<file path="src/rtl/spi_slave_bus_sequencer.sv">
// Bus sequencer behind the SPI slave ctrl port: single-beat writes, prefetching reads,
// address auto-increment with optional wrap, cs-driven drain back to idle.
module spi_slave_bus_sequencer #(
  parameter int ADDR_WIDTH = 32,
  parameter int DATA_WIDTH = 32,
  parameter int PF_DEPTH   = 4
) (
  input  logic                    sclk,
  input  logic                    sys_rstn,
  input  logic                    cs,
  input  logic                    ctrl_rd_wr,
  input  logic [ADDR_WIDTH-1:0]   ctrl_addr,
  input  logic                    ctrl_addr_valid,
  input  logic [DATA_WIDTH-1:0]   ctrl_data_rx,
  input  logic                    ctrl_data_rx_valid,
  output logic                    ctrl_data_rx_ready,
  output logic [DATA_WIDTH-1:0]   ctrl_data_tx,
  output logic                    ctrl_data_tx_valid,
  input  logic                    ctrl_data_tx_ready,
  input  logic [15:0]             wrap_length,
  output logic                    bus_req,
  output logic                    bus_we,
  output logic [ADDR_WIDTH-1:0]   bus_addr,
  output logic [DATA_WIDTH-1:0]   bus_wdata,
  output logic [DATA_WIDTH/8-1:0] bus_be,
  input  logic                    bus_gnt,
  input  logic                    bus_rvalid,
  input  logic [DATA_WIDTH-1:0]   bus_rdata,
  output logic                    busy,
  output logic                    err
);

  localparam int BYTES = DATA_WIDTH / 8;
  localparam int PW    = $clog2(PF_DEPTH);
  localparam int CW    = PW + 1;
  localparam logic [CW:0] PF_LIMIT = (CW+1)'(PF_DEPTH);

  typedef enum logic [1:0] {IDLE, WRITE, READ, DRAIN} state_t;

  state_t                state_q, state_d;
  logic [ADDR_WIDTH-1:0] base_q, base_d;
  logic [15:0]           offset_q, offset_d;
  logic                  bus_req_q, bus_req_d;
  logic                  bus_we_q, bus_we_d;
  logic [DATA_WIDTH-1:0] bus_wdata_q, bus_wdata_d;
  logic [PW-1:0]         wr_ptr_q, wr_ptr_d;
  logic [PW-1:0]         rd_ptr_q, rd_ptr_d;
  logic [CW-1:0]         count_q, count_d;
  logic [CW-1:0]         outstanding_q, outstanding_d;
  logic                  err_q, err_d;
  logic [DATA_WIDTH-1:0] fifo_mem_q [PF_DEPTH];

  logic        rx_ready;
  logic        tx_valid;
  logic        gnt_fire;
  logic        rd_gnt;
  logic        rd_ret;
  logic        push_en;
  logic        pop_en;
  logic        flush;
  logic [15:0] offset_next;
  logic [CW:0] credit_used;

  always_comb begin
    state_d       = state_q;
    base_d        = base_q;
    offset_d      = offset_q;
    bus_req_d     = bus_req_q;
    bus_we_d      = bus_we_q;
    bus_wdata_d   = bus_wdata_q;
    wr_ptr_d      = wr_ptr_q;
    rd_ptr_d      = rd_ptr_q;
    count_d       = count_q;
    outstanding_d = outstanding_q;
    err_d         = err_q;

    rx_ready = (state_q == WRITE) && !bus_req_q;
    tx_valid = (state_q == READ) && (count_q != '0);
    gnt_fire = bus_req_q && bus_gnt;
    rd_gnt   = gnt_fire && !bus_we_q;
    rd_ret   = bus_rvalid && (outstanding_q != '0);
    push_en  = rd_ret && (state_q == READ);
    pop_en   = tx_valid && ctrl_data_tx_ready;
    flush    = cs && (state_q == READ);

    offset_next = offset_q + 16'd1;
    if ((wrap_length != 16'd0) && (offset_next == wrap_length)) offset_next = 16'd0;
    if (gnt_fire) offset_d = offset_next;

    case ({rd_gnt, rd_ret})
      2'b10:   outstanding_d = outstanding_q + 1'b1;
      2'b01:   outstanding_d = outstanding_q - 1'b1;
      default: outstanding_d = outstanding_q;
    endcase

    if (flush) begin
      wr_ptr_d = '0;
      rd_ptr_d = '0;
      count_d  = '0;
    end else begin
      if (push_en) wr_ptr_d = wr_ptr_q + 1'b1;
      if (pop_en)  rd_ptr_d = rd_ptr_q + 1'b1;
      count_d = count_q + {{(CW-1){1'b0}}, push_en} - {{(CW-1){1'b0}}, pop_en};
    end

    credit_used = {1'b0, count_d} + {1'b0, outstanding_d};

    if (ctrl_addr_valid && (state_q != IDLE)) err_d = 1'b1;
    if (bus_rvalid && (outstanding_q == '0))  err_d = 1'b1;
    if (ctrl_data_rx_valid && !rx_ready)      err_d = 1'b1;

    case (state_q)
      IDLE: begin
        bus_req_d = 1'b0;
        bus_we_d  = 1'b0;
        if (ctrl_addr_valid && !cs) begin
          base_d   = ctrl_addr;
          offset_d = 16'd0;
          state_d  = ctrl_rd_wr ? READ : WRITE;
        end
      end
      WRITE: begin
        if (bus_req_q) begin
          if (bus_gnt) bus_req_d = 1'b0;
        end else if (ctrl_data_rx_valid && !cs) begin
          bus_req_d   = 1'b1;
          bus_we_d    = 1'b1;
          bus_wdata_d = ctrl_data_rx;
        end
        if (cs) state_d = DRAIN;
      end
      READ: begin
        bus_we_d = 1'b0;
        // a raised request must stay up until granted; otherwise refill against FIFO credit
        if (!(bus_req_q && !bus_gnt)) bus_req_d = !cs && (credit_used < PF_LIMIT);
        if (cs) state_d = DRAIN;
      end
      DRAIN: begin
        if (gnt_fire) bus_req_d = 1'b0;
        if (!bus_req_d && (outstanding_d == '0)) state_d = IDLE;
      end
      default: state_d = IDLE;
    endcase
  end

  always_ff @(posedge sclk) begin
    if (!sys_rstn) begin
      state_q       <= IDLE;
      base_q        <= '0;
      offset_q      <= '0;
      bus_req_q     <= 1'b0;
      bus_we_q      <= 1'b0;
      bus_wdata_q   <= '0;
      wr_ptr_q      <= '0;
      rd_ptr_q      <= '0;
      count_q       <= '0;
      outstanding_q <= '0;
      err_q         <= 1'b0;
    end else begin
      state_q       <= state_d;
      base_q        <= base_d;
      offset_q      <= offset_d;
      bus_req_q     <= bus_req_d;
      bus_we_q      <= bus_we_d;
      bus_wdata_q   <= bus_wdata_d;
      wr_ptr_q      <= wr_ptr_d;
      rd_ptr_q      <= rd_ptr_d;
      count_q       <= count_d;
      outstanding_q <= outstanding_d;
      err_q         <= err_d;
    end
  end

  // FIFO storage is data-only; validity lives entirely in count_q
  always_ff @(posedge sclk) begin
    if (sys_rstn && push_en && !flush) fifo_mem_q[wr_ptr_q] <= bus_rdata;
  end

  assign ctrl_data_rx_ready = rx_ready;
  assign ctrl_data_tx_valid = tx_valid;
  assign ctrl_data_tx       = tx_valid ? fifo_mem_q[rd_ptr_q] : '0;
  assign bus_req            = bus_req_q;
  assign bus_we             = bus_we_q;
  assign bus_wdata          = bus_wdata_q;
  assign bus_addr           = base_q + (ADDR_WIDTH'(offset_q) * ADDR_WIDTH'(BYTES));
  assign bus_be             = '1;
  assign busy               = (state_q != IDLE);
  assign err                = err_q;

endmodule

</file>
<file path="config.mk">
export PLATFORM = sky130hd
export DESIGN_NAME = spi_slave_bus_sequencer
export DESIGN_NICKNAME = d
export VERILOG_FILES = /design/src/rtl/spi_slave_bus_sequencer.sv
export SDC_FILE = /design/constraint.sdc
export NUM_CORES = 1
export LEC_CHECK = 0
export CAP_MARGIN = 40
export CORE_ASPECT_RATIO = 2
export CORE_UTILIZATION = 40
export CTS_CLUSTER_DIAMETER = 80
export CTS_CLUSTER_SIZE = 8
export DETAILED_ROUTE_END_ITERATION = 10
export PLACE_DENSITY_LB_ADDON = 0.2
export SETUP_SLACK_MARGIN = 0.3
export SLEW_MARGIN = 20
export SYNTH_ARGS = -nofsm -noshare
export SYNTH_HDL_FRONTEND = slang
export SYNTH_SLANG_ARGS = --single-unit
</file>
<file path="constraint.sdc">
create_clock -name sclk -period 4.3 [get_ports sclk]
set_clock_uncertainty 0.2 [all_clocks]
set_input_delay 0.645 -clock sclk [delete_from_list [all_inputs] [get_ports sclk]]
set_output_delay 0.645 -clock sclk [all_outputs]
set_load 0.02 [all_outputs]
</file>
Word-level counts from Yosys, hierarchy flattened
Memories as Yosys holds them, arrays and structs flattened. A register that Yosys moved wholly into a read port is not among the register bits.
Cells that the tools add are included.
{ "totals": {"ff_bits": 95, "ram_bits": 128, "input_bits": 121, "out_inout_bits": 106, "word_cells": 107, "memories": 1} }
{ "classes": {"addsub": 9, "magnitude_cmp": 1, "n_eq_ne": 12, "mux": 29, "n_bitwise": 2, "reduce_logical": 42} }
{ "mem_list": {"columns": ["name", "depth", "word_bits", "rd", "rd_ports_with_merged_regs", "write_ports", "line_no", "text"], "rows": [
  ["fifo_mem_q", 4, 32, 1, 1, 1, "51", "logic [DATA_WIDTH-1:0] fifo_mem_q [PF_DEPTH];"]
]} }
{ "op_table": {"columns": ["cell", "n"], "rows": [
  ["$mux W16", 4],
  ["$add A32 B18 Y32", 1],
  ["$mux W32", 1],
  ["$logic_and A1 B1 Y1", 19],
  ["$add A16 B1 Y16 const B", 1],
  ["$eq A16 B16 Y1", 1],
  ["$reduce_bool A16 Y1", 1],
  ["$mux W1", 13],
  ["$mux W2", 6],
  ["$reduce_and A3 Y1", 3],
  ["$reduce_bool A3 Y1", 3],
  ["$ne A2 B2 Y1 const B", 4],
  ["$logic_not A1 Y1", 7],
  ["$eq A2 B2 Y1 const B", 3],
  ["$logic_not A3 Y1", 2],
  ["$pmux W2 S3", 1],
  ["$pmux W3 S2", 1],
  ["$reduce_or A2 Y1", 3],
  ["$add A2 B1 Y2 const B", 2],
  ["$add A3 B3 Y4", 1],
  ["$eq A2 B1 Y1 const B", 2],
  ["$lt A4 B3 Y1 const B", 1],
  ["$ne A2 B1 Y1 const B", 2],
  ["$pmux W1 S4", 1],
  ["other kinds (10)", 12]
]} }

Logic depth before layout (Yosys ltp)
{ "depth": {"ltp_word": 11, "depth_mapped": 19, "ltp_nobuf": 18} }

Worst setup path before layout
Ideal clock, no wire load.
{ "synth_path": {"path_kind": "reg-to-reg", "startpoint": "register state_q[0]", "endpoint": "register bus_req_q (netlist: bus_req)", "setup_time_ns": 0.065, "arrival_time_ns": 3.121, "setup_slack_ns": 0.914, "stages_incl_launch_ff": 20, "path_buffers": 1, "synth_period_minus_slack_ns": 3.386, "cell_sequence": "dfxtp_1 -> inv_1 -> ha_1 -> clkbuf_1 -> o31a_1 -> and2_1 -> ha_1 -> inv_1 -> ha_1 -> inv_1 -> fa_1 -> xor2_1 -> xnor2_1 -> a21oi_1 -> ha_1 -> nor2_1 -> nand4_1 -> a21oi_1 -> a21oi_1 -> nor2b_1"} }
{ "synth_via": {"elab_chain_len": 10, "word_cells_on_any_way": 17, "cone_classes": "add/sub (3); order compare (1); eq/ne (4); mux (3); reduce/logical (6)"} }
{ "synth_lines": {"columns": ["item", "line_no", "text"], "rows": [
  ["start, declared", "40", "state_t state_q, state_d;"],
  ["start signal, assigned", "160", "state_q <= state_d;"],
  ["$eq A2 B2 Y1", "78", "tx_valid = (state_q == READ) && (count_q != '0);"],
  ["$logic_and A1 B1 Y1", "78", null],
  ["$logic_and A1 B1 Y1", "83", "pop_en = tx_valid && ctrl_data_tx_ready;"],
  ["net pop_en", "59", "logic pop_en;"],
  ["$sub A3 B1 Y3", "103", "count_d = count_q + {{(CW-1){1'b0}}, push_en} - {{(CW-1){1'b0}}, pop_en};"],
  ["$mux W3", "96", "if (flush) begin"],
  ["net count_d[2]", "48", "logic [CW-1:0] count_q, count_d;"],
  ["$add A3 B3 Y4", "106", "credit_used = {1'b0, count_d} + {1'b0, outstanding_d};"],
  ["$lt A4 B3 Y1", "135", "if (!(bus_req_q && !bus_gnt)) bus_req_d = !cs && (credit_used < PF_LIMIT);"],
  ["$logic_and A1 B1 Y1", "135", null],
  ["$mux W1", "135", null],
  ["$pmux W1 S4", "112", "case (state_q)"],
  ["end signal, assigned", "163", "bus_req_q <= bus_req_d;"],
  ["end, declared", "43", "logic bus_req_q, bus_req_d;"]
]} }
The timed path passes the listed nets, and every way through them passes these cells. The select of a mux whose other input is x is not followed.
A chain may end at the register's enable or synchronous reset.

Worst setup path after layout
{ "layout_path": {"startpoint": "register offset_q[0]", "endpoint": "output port bus_addr[30]"} }
{ "layout_via": {"elab_chain_len": 1} }
{ "layout_lines": {"columns": ["item", "line_no", "text"], "rows": [
  ["start, declared", "42", "logic [15:0] offset_q, offset_d;"],
  ["start signal, assigned", "162", "offset_q <= offset_d;"],
  ["$add A32 B18 Y32", "185", "assign bus_addr = base_q + (ADDR_WIDTH'(offset_q) * ADDR_WIDTH'(BYTES));"],
  ["end, declared", "23", "output logic [ADDR_WIDTH-1:0] bus_addr,"]
]} }
No other way between the ends.

==> summary.txt <==
Yosys
  • Cells after Synth: 893
  • Seq/Total Area, Yosys: 56.0%
  • Number of flops mapped to enable cells by yosys: 128
  • Cell area after synthesis: 10,300 um2
  • Avg Cell Area, Syn: 11.6 um2
  • FF+latch count, synth: 225
  • FFs w/ async S/R, synth: 0%
  • Warnings, synthesis: 0
  • Top_reg_cell synth: edfxtp_1
  • Yosys cell types: 58

Route
  • First-pass DRT Iterations: 4
  • DR vias: 7,433
  • Starting DRC count in detailed routing: 329
  • Wire per inst: 17.2 um
  • Post-route ant nets: 0
  • Remaining DRCs: 0
  • Overall routed net length: 25,400 um
  • Routed vias/inst: 5.04

CTS
  • CTS Buf Count: 34
  • Clock sinks: 225
  • Clock buffer depth: 3
  • H-Tree Depth: 2
  • Root buf cell: clkbuf_16
  • Worst-path clk slew: 0.05 ns
  • # hold bufs at CTS: 0
  • CTS tree: done
  • Clock latency on the worst-skew pair: 0.51 ns

Layout
  • # fillers: 2,295
  • Ant diodes: 0
  • Nets: 1,281
  • Register area: 5790 um2
  • Area occupied by multi-input gates: 4290 um2
  • Area Growth Syn to Fin: 33.7%
  • Layout Cells excl Fill: 1,475
  • Share of cells above drive strength 1: 11.4%
  • Final core utilization: 54.7%

GRT
  • Antenna violations before repair: 0
  • Gr usage total: 19.5%
  • Vias in the first global route: 7,660
  • Grt total ovfl: 0
  • Largest net degree at the start of global routing: 40
  • First-pass GRT wire length: 39,600 um

STA
  • Final Setup Violations: 0
  • Endpoints failing hold: 0
  • RSZ-0062 raised after global routing: yes
  • WHS: 0.249 ns
  • Min cycle time layout: 3.95 ns
  • Fin crit share: 91.8%
  • Final setup TNS: 0 ns
  • Max Slew Vio Count: 0
  • Maximum clock frequency: 253 MHz
  • Least-Margin Pin Slew: 0.644 ns
  • Slew Limit Headroom: 57.1%

Worst setup path
  • Crit start category: flop
  • Crit path capture type: primary output
  • Worst Path Arrival: 3.10 ns
  • Kind of critical path: reg2out
  • Worst EP required: 3.45 ns
  • CP max FO: 7

Floorplan
  • Die area: 26,500 um2
  • Total core area: 25,200 um2
  • Site Rows: 82
  • Starting density of the core: 40.9%
  • IO Count: 227
  • Chip Height: 229 um
  • Die width: 116 um

Placed design
  • Routability cong.: 0.887
  • PortBufs: 222
  • Placed cells: 1,426
  • Dpl hpwl: 18,300 um

Job
  • Max_cap viols: 0

Outcome
  • Outcome: finished, final reports clean

Power
  • Max IR drop VDD: 287 uV
  • Lkg Pwr: 4.94 nW
  • P per Cell Area: 392 nW/um2
  • Tot Pwr: 5.41 mW

Hold path
  • Worst hold-check path type: reg2reg
cell families (layout without fill, tap and decap cells):
| kind of cell | Yosys count | after routing | synth area share (%) |
|---|---|---|---|
| simple gates | 326 | 326 | 15.0 |
| mux | 33 | 33 | 7.07 |
| buf+inv | 66 | 309 | 3.06 |
| xor+xnor | 71 | 71 | 6.02 |
| flops | 225 | 225 | 56.0 |
| compound gates | 138 | 138 | 8.62 |
| other cells | 1 | 4 | 0.0363 |
| fa+ha+maj | 33 | 33 | 4.21 |
registers in the layout, summed over array words and instances (netlist names), named ones only:
| register | flops |
|---|---|
| base_q | 32 |
| bus_req | 1 |
| bus_wdata | 32 |
| bus_we | 1 |
| count_q | 3 |
| err | 1 |
| fifo_mem_q | 128 |
| offset_q | 16 |
| outstanding_q | 3 |
| rd_ptr_q | 2 |
| state_q | 2 |
| wr_ptr_q | 2 |
critical path: stages, from the launching register on:
cell      delay, ns
dfxtp_2        0.38
ha_1           0.19
inv_1          0.06
fa_1           0.40
nor2b_1        0.15
o21a_1         0.18
o211ai_1       0.17
nand4_1        0.13
a31oi_1        0.09
buf_4          0.18
nor4bb_2       0.28
xor2_1         0.19
clkbuf_2       0.19
per-stage QoR:
step	worst slack, ns	instance area, um2
floorplan	0.914	10300
global placement	0.403	12900
detailed placement	0.284	12900
CTS	0.157	13800
global route	0.152	13800
finish	0.355	13800
power by group:
part	total, mW	leakage (nW)	switching [mW]	internal [mW]
Combinational	0.672	2.55	0.355	0.318
Sequential	2.40	1.94	0.0539	2.35
Clock	2.34	0.451	0.902	1.43
Total	5.41	4.94	1.31	4.10
path summary, 6_finish.rpt:
path                                    start       endpoint  slack, ns  depth (start not counted)
worst min register to register  bus_wdata[19]  bus_wdata[19]       0.25                          2
worst min-delay path            bus_wdata[19]  bus_wdata[19]       0.25                          2
worst max register to register     state_q[0]        bus_req       0.73                         18
worst max-delay path              offset_q[0]   bus_addr[30]       0.35                         12
cells in the mapped netlist, types with 8 or more instances:
master	count	area, um2
ha_1	30	375
edfxtp_1	128	3840
a21oi_1	57	285
nor2_1	43	161
o21ai_0	12	60.1
nor3_1	10	50.1
clkbuf_1	29	109
and2_1	40	250
xor2_1	23	201
inv_1	19	71.3
xnor2_1	48	420
a21boi_0	28	210
mux4_2	32	721
dfxtp_1	97	1940
nand2_1	159	597
nor2b_1	8	50.1
a21o_1	8	60.1
nand3_1	16	80.1
final cells by class:
| cell class | instances | area share, % |
|---|---|---|
| Sequential cell | 225 | 41.9 |
| Multi-Input combinational cell | 605 | 31.0 |
| Clock buffer | 44 | 6.43 |
| Tap cell | 336 | 3.04 |
| Inverter | 19 | 0.516 |
| Timing Repair Buffer | 242 | 16.8 |
| Clock inverter | 4 | 0.308 |
layer usage:
layer	wire length (um)	part of all wire [%]	global-route usage [%]
met1	8810	35	18.9
met3	1360	5.4	3.78
met5	0	0	0
met2	14200	56	37.9
met4	993	3.9	9.21
layout by cell type, fill, tap and decap left out, drive strengths merged, types with 8 or more instances in the layout:
| cell type | count |
|---|---|
| nor2b | 8 |
| inv | 21 |
| mux4 | 32 |
| nor3 | 10 |
| nor2 | 46 |
| xnor2 | 48 |
| ha | 30 |
| buf | 22 |
| a21oi | 57 |
| a21boi | 28 |
| o21ai | 12 |
| a21o | 8 |
| clkbuf | 54 |
| clkdlybuf4s50 | 202 |
| and2 | 40 |
| xor2 | 23 |
| dfxtp | 97 |
| nand3 | 16 |
| nand2 | 159 |
| edfxtp | 128 |
repair_timing:
action / 4_1_cts / 5_1_grt
setup buffers: 0 / 1
endpoints found under the setup margin: 21 / 20
gates cloned: 0 / 0
pin swaps: 0 / 3
gates resized for setup: 23 / 40
No activity file was read; power rests on OpenSTA's default activity.
